$ cat config.mk
export PLATFORM = sky130hd
export DESIGN_NAME = vga_timing_gen_flat
export DESIGN_NICKNAME = d
export VERILOG_FILES = /design/src/rtl/vga_timing_pkg.sv /design/src/rtl/vga_timing_gen_if.sv /design/src/rtl/vga_axis_cnt.sv /design/src/rtl/vga_timing_gen.sv /design/src/flat_wrapper.sv
export SDC_FILE = /design/constraint.sdc
export NUM_CORES = 1
export LEC_CHECK = 0
export ABC_AREA = 0
export CAP_MARGIN = 10
export CORE_ASPECT_RATIO = 0.8
export CORE_MARGIN = 2
export CORE_UTILIZATION = 52
export CTS_CLUSTER_SIZE = 16
export DETAILED_ROUTE_END_ITERATION = 16
export PLACE_DENSITY = 0.9
export SYNTH_ARGS = -nofsm -noshare
export SYNTH_HDL_FRONTEND = slang
export SYNTH_SLANG_ARGS = --single-unit
export TNS_END_PERCENT = 5
$ cat constraint.sdc
create_clock -name vga_clk -period 3 [get_ports vga_clk]
set_input_delay 0.6 -clock vga_clk [delete_from_list [all_inputs] [get_ports vga_clk]]
set_output_delay 0.6 -clock vga_clk [all_outputs]
set_load 0.01 [all_outputs]
$ cat src/rtl/vga_timing_pkg.sv
// rtl/vga_timing_pkg.sv - VGA timing defaults, derived totals and sync window constants
// Shared by the timing generator, its axis counters and the interface.
package vga_timing_pkg;

  typedef logic [9:0] coord_t;

  localparam int unsigned H_VISIBLE_DEF = 640;
  localparam int unsigned H_FP_DEF      = 16;
  localparam int unsigned H_SYNC_DEF    = 96;
  localparam int unsigned H_BP_DEF      = 48;
  localparam int unsigned V_VISIBLE_DEF = 480;
  localparam int unsigned V_FP_DEF      = 10;
  localparam int unsigned V_SYNC_DEF    = 2;
  localparam int unsigned V_BP_DEF      = 33;

  localparam int unsigned H_TOTAL = H_VISIBLE_DEF + H_FP_DEF + H_SYNC_DEF + H_BP_DEF;
  localparam int unsigned V_TOTAL = V_VISIBLE_DEF + V_FP_DEF + V_SYNC_DEF + V_BP_DEF;

  localparam int unsigned H_SYNC_START = H_VISIBLE_DEF + H_FP_DEF;
  localparam int unsigned H_SYNC_END   = H_SYNC_START + H_SYNC_DEF - 1;
  localparam int unsigned V_SYNC_START = V_VISIBLE_DEF + V_FP_DEF;
  localparam int unsigned V_SYNC_END   = V_SYNC_START + V_SYNC_DEF - 1;

  function automatic logic in_window(coord_t v, coord_t lo, coord_t hi);
    return (v >= lo) && (v <= hi);
  endfunction

endpackage

$ cat src/rtl/vga_timing_gen_if.sv
// rtl/vga_timing_gen_if.sv - pixel-enable input and timing outputs of the VGA generator
// master = timing generator, slave = pixel consumer.
interface vga_timing_gen_if;
  import vga_timing_pkg::*;

  logic       pix_en;
  coord_t     DrawX;
  coord_t     DrawY;
  logic       hs;
  logic       vs;
  logic       blank;
  logic       sof;
  logic       eol;
  logic [7:0] frame_cnt;

  modport master (
    input  pix_en,
    output DrawX, DrawY, hs, vs, blank, sof, eol, frame_cnt
  );

  modport slave (
    output pix_en,
    input  DrawX, DrawY, hs, vs, blank, sof, eol, frame_cnt
  );

endinterface

$ cat src/rtl/vga_axis_cnt.sv
// rtl/vga_axis_cnt.sv - 10-bit wrap counter with enable, terminal count and reset preset
// cnt_d is exported so the parent can decode outputs from the next-state value.
module vga_axis_cnt
  import vga_timing_pkg::*;
#(
  parameter coord_t LAST   = coord_t'(H_TOTAL - 1),
  parameter coord_t PRESET = coord_t'(H_TOTAL - 1)
) (
  input  logic   clk,
  input  logic   rst_n,
  input  logic   en,
  output coord_t cnt_q,
  output coord_t cnt_d,
  output logic   tc
);

  always_comb begin
    // >= keeps any stray value inside the legal range on the next enabled tick
    tc    = (cnt_q >= LAST);
    cnt_d = cnt_q;
    if (en) begin
      cnt_d = tc ? '0 : cnt_q + 10'd1;
    end
  end

  always_ff @(posedge clk or negedge rst_n) begin
    if (!rst_n) begin
      cnt_q <= PRESET;
    end else begin
      cnt_q <= cnt_d;
    end
  end

endmodule

$ cat src/rtl/vga_timing_gen.sv
// rtl/vga_timing_gen.sv - VGA raster timing generator (counters, syncs, blank, pulses)
// Optional macro VGA_SYNC_DELAY_EN delays hs/vs by one enabled pixel tick.
module vga_timing_gen
  import vga_timing_pkg::*;
#(
  parameter int unsigned H_VISIBLE = H_VISIBLE_DEF,
  parameter int unsigned H_FP      = H_FP_DEF,
  parameter int unsigned H_SYNC    = H_SYNC_DEF,
  parameter int unsigned H_BP      = H_BP_DEF,
  parameter int unsigned V_VISIBLE = V_VISIBLE_DEF,
  parameter int unsigned V_FP      = V_FP_DEF,
  parameter int unsigned V_SYNC    = V_SYNC_DEF,
  parameter int unsigned V_BP      = V_BP_DEF
) (
  input logic              vga_clk,
  input logic              reset_n,
  vga_timing_gen_if.master vif
);

  localparam coord_t H_LAST   = coord_t'(H_VISIBLE + H_FP + H_SYNC + H_BP - 1);
  localparam coord_t V_LAST   = coord_t'(V_VISIBLE + V_FP + V_SYNC + V_BP - 1);
  localparam coord_t H_VIS    = coord_t'(H_VISIBLE);
  localparam coord_t V_VIS    = coord_t'(V_VISIBLE);
  localparam coord_t H_EOL    = coord_t'(H_VISIBLE - 1);
  localparam coord_t HS_START = coord_t'(H_VISIBLE + H_FP);
  localparam coord_t HS_END   = coord_t'(H_VISIBLE + H_FP + H_SYNC - 1);
  localparam coord_t VS_START = coord_t'(V_VISIBLE + V_FP);
  localparam coord_t VS_END   = coord_t'(V_VISIBLE + V_FP + V_SYNC - 1);

  coord_t     h_q, h_d, v_q, v_d;
  logic       h_tc, v_tc;
  logic       hs_q, hs_d, vs_q, vs_d, blank_q, blank_d;
  logic       sof_q, sof_d, eol_q, eol_d;
  logic       started_q, started_d;
  logic [7:0] frame_cnt_q, frame_cnt_d;

  vga_axis_cnt #(.LAST(H_LAST), .PRESET(H_LAST)) u_h_cnt (
    .clk   (vga_clk),
    .rst_n (reset_n),
    .en    (vif.pix_en),
    .cnt_q (h_q),
    .cnt_d (h_d),
    .tc    (h_tc)
  );

  vga_axis_cnt #(.LAST(V_LAST), .PRESET(V_LAST)) u_v_cnt (
    .clk   (vga_clk),
    .rst_n (reset_n),
    .en    (vif.pix_en & h_tc),
    .cnt_q (v_q),
    .cnt_d (v_d),
    .tc    (v_tc)
  );

  // Decoding the next-state counters keeps syncs/blank aligned with DrawX/DrawY
  always_comb begin
    hs_d        = ~in_window(h_d, HS_START, HS_END);
    vs_d        = ~in_window(v_d, VS_START, VS_END);
    blank_d     = (h_d < H_VIS) && (v_d < V_VIS);
    sof_d       = vif.pix_en & h_tc & v_tc;
    eol_d       = vif.pix_en && (h_d == H_EOL);
    started_d   = started_q | vif.pix_en;
    frame_cnt_d = frame_cnt_q;
    // The wrap out of the reset preset is not a completed frame
    if (sof_d && started_q) begin
      frame_cnt_d = frame_cnt_q + 8'd1;
    end
  end

  always_ff @(posedge vga_clk or negedge reset_n) begin
    if (!reset_n) begin
      hs_q        <= 1'b1;
      vs_q        <= 1'b1;
      blank_q     <= 1'b0;
      sof_q       <= 1'b0;
      eol_q       <= 1'b0;
      started_q   <= 1'b0;
      frame_cnt_q <= 8'd0;
    end else begin
      hs_q        <= hs_d;
      vs_q        <= vs_d;
      blank_q     <= blank_d;
      sof_q       <= sof_d;
      eol_q       <= eol_d;
      started_q   <= started_d;
      frame_cnt_q <= frame_cnt_d;
    end
  end

`ifdef VGA_SYNC_DELAY_EN
  logic hs_dly_q, hs_dly_d, vs_dly_q, vs_dly_d;

  always_comb begin
    hs_dly_d = hs_dly_q;
    vs_dly_d = vs_dly_q;
    if (vif.pix_en) begin
      hs_dly_d = hs_q;
      vs_dly_d = vs_q;
    end
  end

  always_ff @(posedge vga_clk or negedge reset_n) begin
    if (!reset_n) begin
      hs_dly_q <= 1'b1;
      vs_dly_q <= 1'b1;
    end else begin
      hs_dly_q <= hs_dly_d;
      vs_dly_q <= vs_dly_d;
    end
  end

  assign vif.hs = hs_dly_q;
  assign vif.vs = vs_dly_q;
`else
  assign vif.hs = hs_q;
  assign vif.vs = vs_q;
`endif

  assign vif.DrawX     = h_q;
  assign vif.DrawY     = v_q;
  assign vif.blank     = blank_q;
  assign vif.sof       = sof_q;
  assign vif.eol       = eol_q;
  assign vif.frame_cnt = frame_cnt_q;

endmodule

$ cat src/flat_wrapper.sv
// flat-port wrapper written by rule: the top's interface ports become plain ports
module vga_timing_gen_flat import vga_timing_pkg::*;
#(
  parameter int unsigned H_VISIBLE = H_VISIBLE_DEF,
  parameter int unsigned H_FP      = H_FP_DEF,
  parameter int unsigned H_SYNC    = H_SYNC_DEF,
  parameter int unsigned H_BP      = H_BP_DEF,
  parameter int unsigned V_VISIBLE = V_VISIBLE_DEF,
  parameter int unsigned V_FP      = V_FP_DEF,
  parameter int unsigned V_SYNC    = V_SYNC_DEF,
  parameter int unsigned V_BP      = V_BP_DEF
)
  (vga_clk, reset_n, vif_pix_en, vif_DrawX, vif_DrawY, vif_hs, vif_vs, vif_blank, vif_sof, vif_eol, vif_frame_cnt);
  vga_timing_gen_if vif_i ();
  input logic vga_clk;
  input logic reset_n;
  input wire logic [$bits(vif_i.pix_en)-1:0] vif_pix_en;
  output wire logic [$bits(vif_i.DrawX)-1:0] vif_DrawX;
  output wire logic [$bits(vif_i.DrawY)-1:0] vif_DrawY;
  output wire logic [$bits(vif_i.hs)-1:0] vif_hs;
  output wire logic [$bits(vif_i.vs)-1:0] vif_vs;
  output wire logic [$bits(vif_i.blank)-1:0] vif_blank;
  output wire logic [$bits(vif_i.sof)-1:0] vif_sof;
  output wire logic [$bits(vif_i.eol)-1:0] vif_eol;
  output wire logic [$bits(vif_i.frame_cnt)-1:0] vif_frame_cnt;
  assign vif_i.pix_en = vif_pix_en;
  assign vif_DrawX = vif_i.DrawX;
  assign vif_DrawY = vif_i.DrawY;
  assign vif_hs = vif_i.hs;
  assign vif_vs = vif_i.vs;
  assign vif_blank = vif_i.blank;
  assign vif_sof = vif_i.sof;
  assign vif_eol = vif_i.eol;
  assign vif_frame_cnt = vif_i.frame_cnt;
  vga_timing_gen #(.H_VISIBLE(H_VISIBLE), .H_FP(H_FP), .H_SYNC(H_SYNC), .H_BP(H_BP), .V_VISIBLE(V_VISIBLE), .V_FP(V_FP), .V_SYNC(V_SYNC), .V_BP(V_BP)) u_core (.vga_clk(vga_clk), .reset_n(reset_n), .vif(vif_i));
endmodule
### Word-level counts from Yosys, hierarchy flattened

Index checks and enable logic that the tools add are counted.

| storage, ports and cells | value |
|---|---|
| flip-flop bits (word level) | 34 |
| latch bits | 0 |
| memory bits (writable) | 0 |
| ROM bits | 0 |
| word-level logic and storage cells | 35 |
| memories kept | 0 |

| cells by class | value |
|---|---|
| $add $sub $neg | 3 |
| multiply operators | 0 |
| div/mod/pow operators | 0 |
| magnitude comparators | 8 |
| equal/unequal tests | 1 |
| shifts and indexed selects | 0 |
| muxes and demuxes | 4 |
| bitwise logic cells | 5 |
| reductions and logical operators | 5 |

Operator list:

| operator | number |
|---|---|
| 10-bit 2-to-1 mux | 4 |
| 10-bit >= comparator (second input constant) | 3 |
| 10-bit by 1-bit adder with 10-bit output (second input constant) | 2 |
| 10-bit equality test (second input constant) | 1 |
| 10-bit by 9-bit >= comparator with 1-bit output (second input constant) | 1 |
| 10-bit less-or-equal comparator (second input constant) | 1 |
| 10-bit by 9-bit less-or-equal comparator with 1-bit output (second input constant) | 1 |
| 10-bit < comparator (second input constant) | 1 |
| 10-bit by 9-bit < comparator with 1-bit output (second input constant) | 1 |
| 8-bit by 1-bit adder with 8-bit output (second input constant) | 1 |
| 1-bit logical AND | 5 |
| 1-bit bitwise AND | 2 |
| 1-bit NOT | 2 |
| 1-bit OR | 1 |

### Longest topological paths before layout

Gate-level depths: netlist of the first run.

| logic depth | value |
|---|---|
| word-level depth | 6 |
| gate-level depth with buffers | 8 |

### Cells and area by module

From an unflattened synthesis of the first run, not the netlist that was laid out.

| unflattened totals | value |
|---|---|
| cell total of the unflattened synthesis | 164 |
| area, all modules | 1730.4 sq um |

Modules (own cells, without submodules):

| module | instances | cells an instance | area each (sq um) | seq. area each (sq um) |
|---|---|---|---|---|
| vga_timing_gen | 1 | 53 | 626.9 | 352.8 |
| vga_axis_cnt at u_core.u_h_cnt | 1 | 55 | 560.5 | 259.0 |
| vga_axis_cnt at u_core.u_v_cnt | 1 | 56 | 543.0 | 254.0 |

### Worst setup path after synthesis of the first run

No wires, ideal clock.

| path | value |
|---|---|
| kind | reg2reg |
| from | register u_core.u_h_cnt.cnt_q[0] |
| to | register u_core.blank_q, in the netlist u_core.vif.blank |
| arrival time | 2.071 ns |
| path slack | 0.804 ns |
| stages on the path, launching flop included | 9 |
| path through | dfstp_2 -> ha_1 -> nand4_2 -> a21bo_1 -> buf_6 -> o31a_1 -> or3_1 -> a22oi_2 -> o31ai_1 |

| on the way | value |
|---|---|
| cells in the longest elaborated chain, start to end | 5 |
| elaborated cells between the ends (all ways) | 9 |
| those cells by class | 1 x add/sub; 3 x order compare; 3 x mux; 1 x bitwise; 1 x reduce/logical |

Ends and longest elaborated chain:

| item | line | text |
|---|---|---|
| start: declaration | vga_axis_cnt.sv:12 | `output coord_t cnt_q,` |
| start signal: assignment | vga_axis_cnt.sv:30 | `cnt_q <= cnt_d;` |
| 10-bit by 1-bit adder with 10-bit output or 10-bit >= comparator (tied branches) | vga_axis_cnt.sv:22, vga_axis_cnt.sv:19 |  |
| 10-bit 2-to-1 mux or 1-bit bitwise AND (tied branches) | vga_axis_cnt.sv:22, vga_timing_gen.sv:49 |  |
| 10-bit 2-to-1 mux | vga_axis_cnt.sv:21 | `if (en) begin` |
| 10-bit < comparator or 10-bit by 9-bit < comparator with 1-bit output (tied branches) | vga_timing_gen.sv:59 | `blank_d = (h_d < H_VIS) && (v_d < V_VIS);` |
| 1-bit logical AND (*) | vga_timing_gen.sv:59 |  |
| via u_core.blank_d | vga_timing_gen.sv:32 | `logic hs_q, hs_d, vs_q, vs_d, blank_q, blank_d;` |
| end signal: assignment | vga_timing_gen.sv:82 | `blank_q <= blank_d;` |
| end: declaration | vga_timing_gen.sv:32 |  |

Mark *: on every way through the listed nets, which the timed path passes. The rest lies on a longest branch.
A chain may end at the register's enable or synchronous reset.

### Worst setup path in the final report of the first run

| path | value |
|---|---|
| from | register u_core.u_v_cnt.cnt_q[2] |
| to | register u_core.frame_cnt_q[7], in the netlist u_core.vif.frame_cnt[7] |

| on the way | value |
|---|---|
| cells in the longest elaborated chain, start to end | 3 |

Ends and longest elaborated chain:

| item | line | text |
|---|---|---|
| start: declaration | vga_axis_cnt.sv:12 |  |
| start signal: assignment | vga_axis_cnt.sv:30 |  |
| 10-bit >= comparator | vga_axis_cnt.sv:19 | `tc = (cnt_q >= LAST);` |
| 1-bit bitwise AND | vga_timing_gen.sv:60 | `sof_d = vif.pix_en & h_tc & v_tc;` |
| 1-bit logical AND | vga_timing_gen.sv:65 | `if (sof_d && started_q) begin` |
| end signal: assignment | vga_timing_gen.sv:86 | `frame_cnt_q <= frame_cnt_d;` |
| end: declaration | vga_timing_gen.sv:35 | `logic [7:0] frame_cnt_q, frame_cnt_d;` |

Every way passes these cells.

==> results.json, run 1 <==
{
  "cts_made_buffers": 5,
  "criticalPathCategory": "register to register",
  "rrSetupSlack_ps": 650,
  "seq_area_frac_synth_pct": 42.5,
  "synth-edff-count": 0,
  "post_cts_buffers": 0,
  "first_pass_iters": 4,
  "stdcell_area_um2": 2500,
  "grt_pass1_vias": 1513,
  "avgSynthCellArea_um2": 9.19,
  "ys_async_sr_fraction_pct": 100,
  "mostFrequentLayoutCells": "clkdlybuf4s50_1, nand2_1, dfrtp_1",
  "start_kind": "register",
  "wire_per_inst_um": 14.4,
  "tightest_slew_ps": 592,
  "drive_above_1_share_pct": 14.6,
  "cts-resized-gates": 0,
  "path_clk_slew_ps": 70,
  "finalCritPeriodShare_pct": 78.3,
  "ctsHoldBuffers": 0,
  "drt_iter0_markers": 150,
  "clock_latency_ps": 290,
  "finalNetCount": 266,
  "regArea_um2": 866,
  "hp-class": "register to register",
  "start_util_pct": 54.0,
  "yosysUniqueCellTypes": 49,
  "cp_max_fo": 11,
  "num_io_pins": 36,
  "power_density_nw_per_um2": 470,
  "synth_area_um2": 2040,
  "setup_violations": 0,
  "rows": 20,
  "cts.sinks": 34,
  "required_ps": 3180,
  "port_buffers": 35,
  "slew_headroom_pct": 60.2,
  "clock_skew_ps": 2.79,
  "final_common_cell": "clkdlybuf4s50_1",
  "power_w": 0.00117,
  "hpwl_um": 3320,
  "postPlaceCellArea_um2": 2410,
  "cap_violations": 0,
  "peakVddDrop_v": 0.000413,
  "finalHoldViolCount": 0,
  "yosysTopAreaCell": "dfrtp_1",
  "cts_tree": "built",
  "root_buffer": "clkbuf_8",
  "endpoint_kind": "register",
  "syn-num-nets": 229,
  "leakagePower_nw": 0.985,
  "finalMaxSlewViolations": 0,
  "area_growth_syn_to_layout_pct": 22.6,
  "grt_usage_pct": 22.1,
  "htreeDepth": 2,
  "fin_crit_ps": 2350,
  "timing.setup.tns_ps": 0,
  "grt_max_degree": 35,
  "die_y_um": 60.0,
  "status": "complete, no violations",
  "synth_area_leaders": "dfrtp_1, dfstp_2, o21ai_0",
  "drc": 0,
  "core_um2": 3780,
  "chipWidth_um": 74.0,
  "gr-total-overflow": 0,
  "vias": 1835,
  "yosysWarnings": 0,
  "cts_buffer_depth": 2,
  "antenna_found_initial": 0,
  "ant_nets": 0,
  "rsz0062_at_grt": "false",
  "fmax_mhz": 426,
  "viasPerCell": 5.83,
  "n_fill_cell": 312,
  "place.gp.congestion": 0.959,
  "cp_data_arrival_time_ps": 2530,
  "multi_input_area_um2": 1040,
  "routed_wl_um": 4530,
  "synth_top_area_share_pct": 27.0,
  "diodes": 0,
  "ys.flop_type": "dfrtp_1",
  "synth_seq_cells": 34,
  "grt_pass1_wl_um": 7360,
  "postSynthCellCount": 222,
  "die_area_um2": 4440
}
## area by class of cell
type                            instances  area share, %
Tap cell                               55           2.75
Sequential cell                        34           34.6
Clock buffer                            6           3.30
Timing Repair Buffer                   42           16.1
Clock inverter                          2          0.500
Multi-Input combinational cell        169           41.7
Inverter                                7           1.05
## where the power goes
group | internal (W) | switching, W
Combinational | 0.000115 | 0.000109
Sequential | 0.000520 | 0.0000760
Clock | 0.000184 | 0.000170
## state kept, by name, summed over array words and instances, names as in the netlist
signal                count
u_core.vif.eol            1
u_core.vif.sof            1
u_core.u_h_cnt.cnt_q     10
u_core.vif.frame_cnt      8
u_core.vif.hs             1
u_core.vif.blank          1
u_core.vif.vs             1
u_core.u_v_cnt.cnt_q     10
u_core.started_q          1
## cells by family after synthesis
group                    count (synthesis)  synth area share, %
AO/OA/AOI/OAI                           56                 17.9
XOR/XNOR                                12                 5.15
adder cells (fa/ha/maj)                  4                 2.45
buffers and inverters                   19                 6.44
flip-flops                              34                 42.5
multiplexers                             2                 1.10
AND/OR/NAND/NOR                         95                 24.5
## synth_stat cells (all sizes together) (5+ instances only)
cell	instances
a21oi	8
and3	13
buf	7
clkbuf	5
dfrtp	22
dfstp	12
inv	7
nand2	25
nand3	9
nand4	11
nor2	17
nor3	5
o21ai	20
xnor2	8
## path summary, 6_finish.rpt
path                                                      from                                  end  depth (start not counted)
max                          u_core.u_v_cnt.cnt_q[2]$_DFF_PN1_  u_core.vif.frame_cnt[7]$_DFFE_PN0P_                          7
min                        u_core.vif.frame_cnt[7]$_DFFE_PN0P_  u_core.vif.frame_cnt[7]$_DFFE_PN0P_                          1
max reg2reg                  u_core.u_v_cnt.cnt_q[2]$_DFF_PN1_  u_core.vif.frame_cnt[7]$_DFFE_PN0P_                          7
min reg2reg                u_core.vif.frame_cnt[7]$_DFFE_PN0P_  u_core.vif.frame_cnt[7]$_DFFE_PN0P_                          1
max in group asynchronous                              reset_n    u_core.u_h_cnt.cnt_q[4]$_DFF_PN1_                          2
min in group asynchronous                              reset_n    u_core.u_v_cnt.cnt_q[0]$_DFF_PN0_                          2
## per-layer routing
layer  GRT usage [%]  up-vias  wire [µm]
met3            7.76        6        373
met5               0        -          0
met1            32.4      868       2170
met4            4.68        0         42
met2            31.5       80       1950
li1                -      881          -
## through the flow
stage | worst slack [ps] | instances | utilization (%) | hold WS, ps
6_report | 651 | 315 | 66.2 | 472
2_1_floorplan | 804 | 222 | - | 304
5_1_grt | 492 | 315 | 66.2 | 486
3_5_place_dp | 447 | 307 | 63.7 | 462
4_1_cts | 684 | 315 | 66.2 | 478
3_3_place_gp | 467 | 307 | 63.7 | 454
## worst max-delay path, stage by stage (launching register included)
cell,delay [ps]
dfstp_2,620
a21oi_1,80
a21boi_0,500
buf_4,270
and3_1,290
and3_1,220
nand4_1,120
xnor2_1,140
No activity file was read; power rests on OpenSTA's default activity.
==> run 2, diff against run 1 <==
--- a/config.mk
+++ b/config.mk
@@ -9,10 +9,10 @@
 export CAP_MARGIN = 10
 export CORE_ASPECT_RATIO = 0.8
 export CORE_MARGIN = 2
-export CORE_UTILIZATION = 52
+export CORE_UTILIZATION = 47
 export CTS_CLUSTER_SIZE = 16
 export DETAILED_ROUTE_END_ITERATION = 16
-export PLACE_DENSITY = 0.9
+export PLACE_DENSITY = 0.86
 export SYNTH_ARGS = -nofsm -noshare
 export SYNTH_HDL_FRONTEND = slang
 export SYNTH_SLANG_ARGS = --single-unit
==> constraint.sdc (replaced) <==
create_clock -name vga_clk -period 2 [get_ports vga_clk]
set_input_delay 0.4 -clock vga_clk [delete_from_list [all_inputs] [get_ports vga_clk]]
set_output_delay 0.4 -clock vga_clk [all_outputs]
set_load 0.01 [all_outputs]
==> run 2 against run 1 <==
Effect of this change: the run now ends with setup timing left; highest routed layer unchanged; sequential cell count unchanged; total power is 88% higher; clock skew is 4.5 ps higher; first-iteration DRC count grew 30%; via count up 11%; critical path depth stayed put; register-to-register slack worse by 710 ps; sequential power increased by 45%; routed wire length rose by 22%; clock-buffer cell count is the same; largest cell class unchanged.
==> results.json, run 2 (synthesized netlist as in run 1, its figures left out) <==
{
  "grt_pass1_wl_um": 8800,
  "vias": 2037,
  "violations": "setup timing",
  "area_growth_syn_to_layout_pct": 43.5,
  "criticalPathCategory": "register to register",
  "drt_iter0_markers": 195,
  "mostFrequentLayoutCells": "buf_4, clkdlybuf4s50_1, nand2_1",
  "peakVddDrop_v": 0.000639,
  "postPlaceCellArea_um2": 2710,
  "hp-class": "register to register",
  "whs_ps": 458,
  "slew_headroom_pct": 71.4,
  "drive_above_1_share_pct": 30.0,
  "cp_max_fo": 3,
  "num_io_pins": 36,
  "start_kind": "register",
  "cp_data_arrival_time_ps": 2260,
  "cap_violations": 0,
  "grt_pass1_vias": 1921,
  "leakagePower_nw": 1.24,
  "setup_violations": 3,
  "ctsHoldBuffers": 0,
  "htreeDepth": 2,
  "die_area_um2": 4890,
  "port_buffers": 35,
  "drc": 0,
  "core_um2": 4180,
  "rsz0062_at_grt": "true",
  "status": "finished, violations left",
  "cts.sinks": 34,
  "tightest_slew_ps": 429,
  "stdcell_area_um2": 2930,
  "finalMaxSlewViolations": 0,
  "finalCritPeriodShare_pct": 103,
  "grt_max_degree": 35,
  "grt_usage_pct": 22.8,
  "setup_ws_ps": -55.5,
  "gr-total-overflow": 0,
  "finalNetCount": 306,
  "hpwl_um": 3860,
  "fmax_mhz": 486,
  "routed_wl_um": 5530,
  "cts_buffer_depth": 2,
  "chipWidth_um": 77.7,
  "first_pass_iters": 4,
  "start_util_pct": 48.8,
  "clock_skew_ps": 7.32,
  "clock_latency_ps": 300,
  "die_y_um": 62.9,
  "viasPerCell": 5.71,
  "wire_per_inst_um": 15.5,
  "ant_nets": 0,
  "diodes": 0,
  "endpoint_kind": "register",
  "antenna_found_initial": 0,
  "cts_made_buffers": 5,
  "cts_tree": "built",
  "finalHoldViolCount": 0,
  "final_common_cell": "buf_4",
  "rrSetupSlack_ps": -60,
  "root_buffer": "clkbuf_8",
  "power_density_nw_per_um2": 753,
  "required_ps": 2200,
  "n_fill_cell": 333,
  "fin_crit_ps": 2060,
  "path_clk_slew_ps": 80,
  "place.gp.congestion": 0.918,
  "rows": 21
}
[run 2: layout make-up]
class	count	area (µm²)	area share, %
multi-input combinational	169	1110	38.0
inverter	7	26.3	0.898
tap	57	71.3	2.44
timing repair buffer	82	708	24.2
clock inverter	2	60.1	2.05
sequential	34	866	29.6
clock buffer	6	82.6	2.82
[run 2: critical path, stage by stage, from the launching register on]
cell and delay [ps]:
dfstp_2 560, ha_4 150, nand4_4 90, a21bo_1 200, o31a_1 270, or3_4 330
a22oi_2 220, nand4_1 140
[run 2: per-stage QoR]
stage	util, %	setup TNS, ps	setup slack, ps	power, W	instances
final	70.1	-120	-55.5	0.00220	357
after global routing	70.1	-340	-115	0.00230	357
after CTS	69.0	-159	-83.8	0.00220	357
after detailed placement	65.0	-2500	-333	0.00136	348
after global placement	65.0	-1470	-247	0.00135	348
after floorplan	-	-220	-124	0.00108	222
[run 2: path summary, 6_finish.rpt]
kind | from | endpoint | cells past startpoint
min in group asynchronous | reset_n | u_core.u_v_cnt.cnt_q[5]$_DFF_PN0_ | 2
worst min-delay path | u_core.started_q$_DFF_PN0_ | u_core.started_q$_DFF_PN0_ | 1
max in group asynchronous | reset_n | u_core.vif.hs$_DFF_PN1_ | 2
worst max register to register | u_core.u_h_cnt.cnt_q[0]$_DFF_PN1_ | u_core.vif.vs$_DFF_PN1_ | 7
worst max-delay path | u_core.u_h_cnt.cnt_q[0]$_DFF_PN1_ | u_core.vif.vs$_DFF_PN1_ | 7
worst min register to register | u_core.started_q$_DFF_PN0_ | u_core.started_q$_DFF_PN0_ | 1
[run 2: report_power, final]
group          total [W]  switching (W)  internal (W)
combinational   0.000536       0.000257      0.000279
clock           0.000802       0.000270      0.000532
sequential      0.000867      0.0000871      0.000779
[run 2: metal layers]
| metal | part of all wire (%) | vias up | track usage (%) |
|---|---|---|---|
| met3 | 7.8 | 16 | 5.20 |
| met5 | 0 | - | 0 |
| met1 | 42 | 966 | 29.8 |
| li1 | - | 957 | - |
| met2 | 48 | 98 | 35.1 |
| met4 | 2.2 | 0 | 12.5 |
[run 2: timing repair]
item | 4_1_cts | 5_1_grt
setup endpoints to repair | 3 | 11
pin swaps | 6 | 3
gates resized for setup | 4 | 12
buffers inserted | 1 | 0
==> run 3, diff against run 2 <==
--- a/config.mk
+++ b/config.mk
@@ -9,10 +9,10 @@
 export CAP_MARGIN = 10
 export CORE_ASPECT_RATIO = 0.8
 export CORE_MARGIN = 2
-export CORE_UTILIZATION = 47
+export CORE_UTILIZATION = 57
 export CTS_CLUSTER_SIZE = 16
 export DETAILED_ROUTE_END_ITERATION = 16
-export PLACE_DENSITY = 0.86
+export PLACE_DENSITY = 0.95
 export SYNTH_ARGS = -nofsm -noshare
 export SYNTH_HDL_FRONTEND = slang
 export SYNTH_SLANG_ARGS = --single-unit
==> constraint.sdc (replaced) <==
create_clock -name vga_clk -period 2.51 [get_ports vga_clk]
set_input_delay 0.502 -clock vga_clk [delete_from_list [all_inputs] [get_ports vga_clk]]
set_output_delay 0.502 -clock vga_clk [all_outputs]
set_load 0.01 [all_outputs]
==> run 3 against run 2 <==
Effect of this change: the flow now finishes without violations; critical path depth grew 1; via count shrank 9.2%; setup slack gained 320 ps; cell area shrank 15%; clock skew shrank 2.2 ps; total power shrank 37%; largest power group unchanged.
==> results.json, run 3 (synthesized netlist as in run 1, its figures left out) <==
{
  "slowest_stage": "clkdlybuf4s50_1",
  "cts_buffer_depth": 2,
  "post_cts_buffers": 0,
  "ant_nets": 0,
  "cts_tree": "built",
  "grt_usage_pct": 23.7,
  "status": "complete, no violations",
  "pwr-share-seq_pct": 51.0,
  "grt_pass1_wl_um": 7600,
  "leakagePower_nw": 0.985,
  "wire_per_inst_um": 15.4,
  "grt_pass1_vias": 1588,
  "whs_ps": 473,
  "drt_iter0_markers": 188,
  "place.gp.congestion": 0.896,
  "finalCritPeriodShare_pct": 89.6,
  "routed_wl_um": 4670,
  "crit_buf_inv": 2,
  "n_fill_cell": 271,
  "clock_skew_ps": 5.11,
  "crit_family": "compound AO/OA/AOI/OAI gates",
  "area_growth_syn_to_layout_pct": 21.8,
  "p_int_w": 0.000979,
  "fmax_mhz": 444,
  "crit_chain": "clkdlybuf4s50_1 > buf_4 > nand2_1 > nor4_1 > o21ai_0 > a211oi_1 > a21oi_1 > o311ai_1",
  "htreeDepth": 2,
  "cts_made_buffers": 5,
  "finalNonFillerCells": 302,
  "viasPerCell": 6.12,
  "hpwl_um": 3280,
  "finalHoldViolCount": 0,
  "start_util_pct": 59.6,
  "mostFrequentLayoutCells": "clkdlybuf4s50_1, nand2_1, dfrtp_1",
  "die_area_um2": 4080,
  "diodes": 0,
  "fin_crit_ps": 2250,
  "drc": 0,
  "p_clk_share_pct": 30.0,
  "antenna_found_initial": 0,
  "port_buffers": 35,
  "cpPeakStageDelay_ps": 500,
  "sw_frac_of_total_pct": 30.0,
  "chipWidth_um": 70.9,
  "final_common_cell": "clkdlybuf4s50_1",
  "clock_latency_ps": 280,
  "post-place-ws_ps": 66.8,
  "num_io_pins": 36,
  "drive_above_1_share_pct": 14.6,
  "tightest_slew_ps": 488,
  "vias": 1849,
  "cts-resized-gates": 0,
  "finalNetCount": 266,
  "ctsHoldBuffers": 0,
  "path_clk_slew_ps": 70,
  "cts.sinks": 34,
  "combPwrFrac_pct": 19.1,
  "peakVddDrop_v": 0.000509,
  "first_pass_iters": 5,
  "timing.setup.tns_ps": 0,
  "endpoint_kind": "register",
  "hp-class": "register to register",
  "rows": 19,
  "cp_max_fo": 10,
  "setup_violations": 0,
  "cp_data_arrival_time_ps": 2440,
  "cap_violations": 0,
  "criticalPathCategory": "primary input to register",
  "core_um2": 3420,
  "power_density_nw_per_um2": 563,
  "gr-total-overflow": 0,
  "rsz0062_at_grt": "false",
  "slew_headroom_pct": 67.2,
  "start_kind": "primary input",
  "final_util_pct": 72.6,
  "finalMaxSlewViolations": 0,
  "required_ps": 2700,
  "setup_ws_ps": 260,
  "root_buffer": "clkbuf_8",
  "switchingPower_w": 0.000420,
  "placedCellCount": 294,
  "die_y_um": 57.5,
  "grt_max_degree": 35
}
-- run 3: changes by cell type in the layout (fill, tap and decap cells not counted), sizes merged --
| cell | change |
|---|---|
| dlymetal6s2s | -2 |
| buf | -40 |
| clkdlybuf4s50 | +2 |
| bufinv | -2 |
| clkinv | +1 |
| clkinvlp | +1 |
-- run 3: cell type report --
cell class | count | area (µm²) | share of cell area (%)
multi-input cells | 169 | 1040 | 41.9
clock inverters | 2 | 12.5 | 0.504
inverters | 7 | 26.3 | 1.06
well taps | 42 | 52.6 | 2.11
flip-flops and latches | 34 | 866 | 34.8
clock buffers | 6 | 82.6 | 3.32
repair buffers | 42 | 403 | 16.2
-- run 3: routing by layer --
layer | track usage, % | part of all wire, %
met1 | 34.1 | 45
met2 | 36.2 | 46
met3 | 5.65 | 8.0
met4 | 6.74 | 0.94
met5 | 0 | 0
-- run 3: per-stage QoR --
stage | instance area [µm²] | total power, W
global placement | 2390 | 0.000978
finish | 2480 | 0.00140
global route | 2480 | 0.00148
CTS | 2480 | 0.00140
detailed placement | 2390 | 0.000984
floorplan | 2040 | 0.000847
-- run 3: final timing paths --
path                       depth (start not counted)                                start                             endpoint  slack (ps)
min                                                1  u_core.vif.frame_cnt[7]$_DFFE_PN0P_  u_core.vif.frame_cnt[7]$_DFFE_PN0P_         470
min in group asynchronous                          2                              reset_n    u_core.u_v_cnt.cnt_q[7]$_DFF_PN0_         610
max reg2reg                                        7    u_core.u_h_cnt.cnt_q[0]$_DFF_PN1_           u_core.vif.blank$_DFF_PN0_         290
max                                                8                           vif_pix_en              u_core.vif.hs$_DFF_PN1_         260
max in group asynchronous                          2                              reset_n    u_core.u_v_cnt.cnt_q[3]$_DFF_PN1_        1550
min reg2reg                                        1  u_core.vif.frame_cnt[7]$_DFFE_PN0P_  u_core.vif.frame_cnt[7]$_DFFE_PN0P_         470
-- run 3: worst register-to-register path, cell delays in order, from the launching register on --
cell and delay (ps):
dfstp_2 590, ha_1 230, nand4_2 160, a21bo_1 240
o31a_1 280, or3_1 320, a22oi_2 200, o31ai_1 100
-- run 3: power by group through the flow --
stage                     Clock (W)  Sequential, W  Combinational (W)
after floorplan                   0       0.000711           0.000136
after global placement            0       0.000717           0.000261
after detailed placement          0       0.000718           0.000267
after CTS                  0.000425       0.000709           0.000268
after global routing       0.000463       0.000723           0.000298
final                      0.000419       0.000713           0.000267
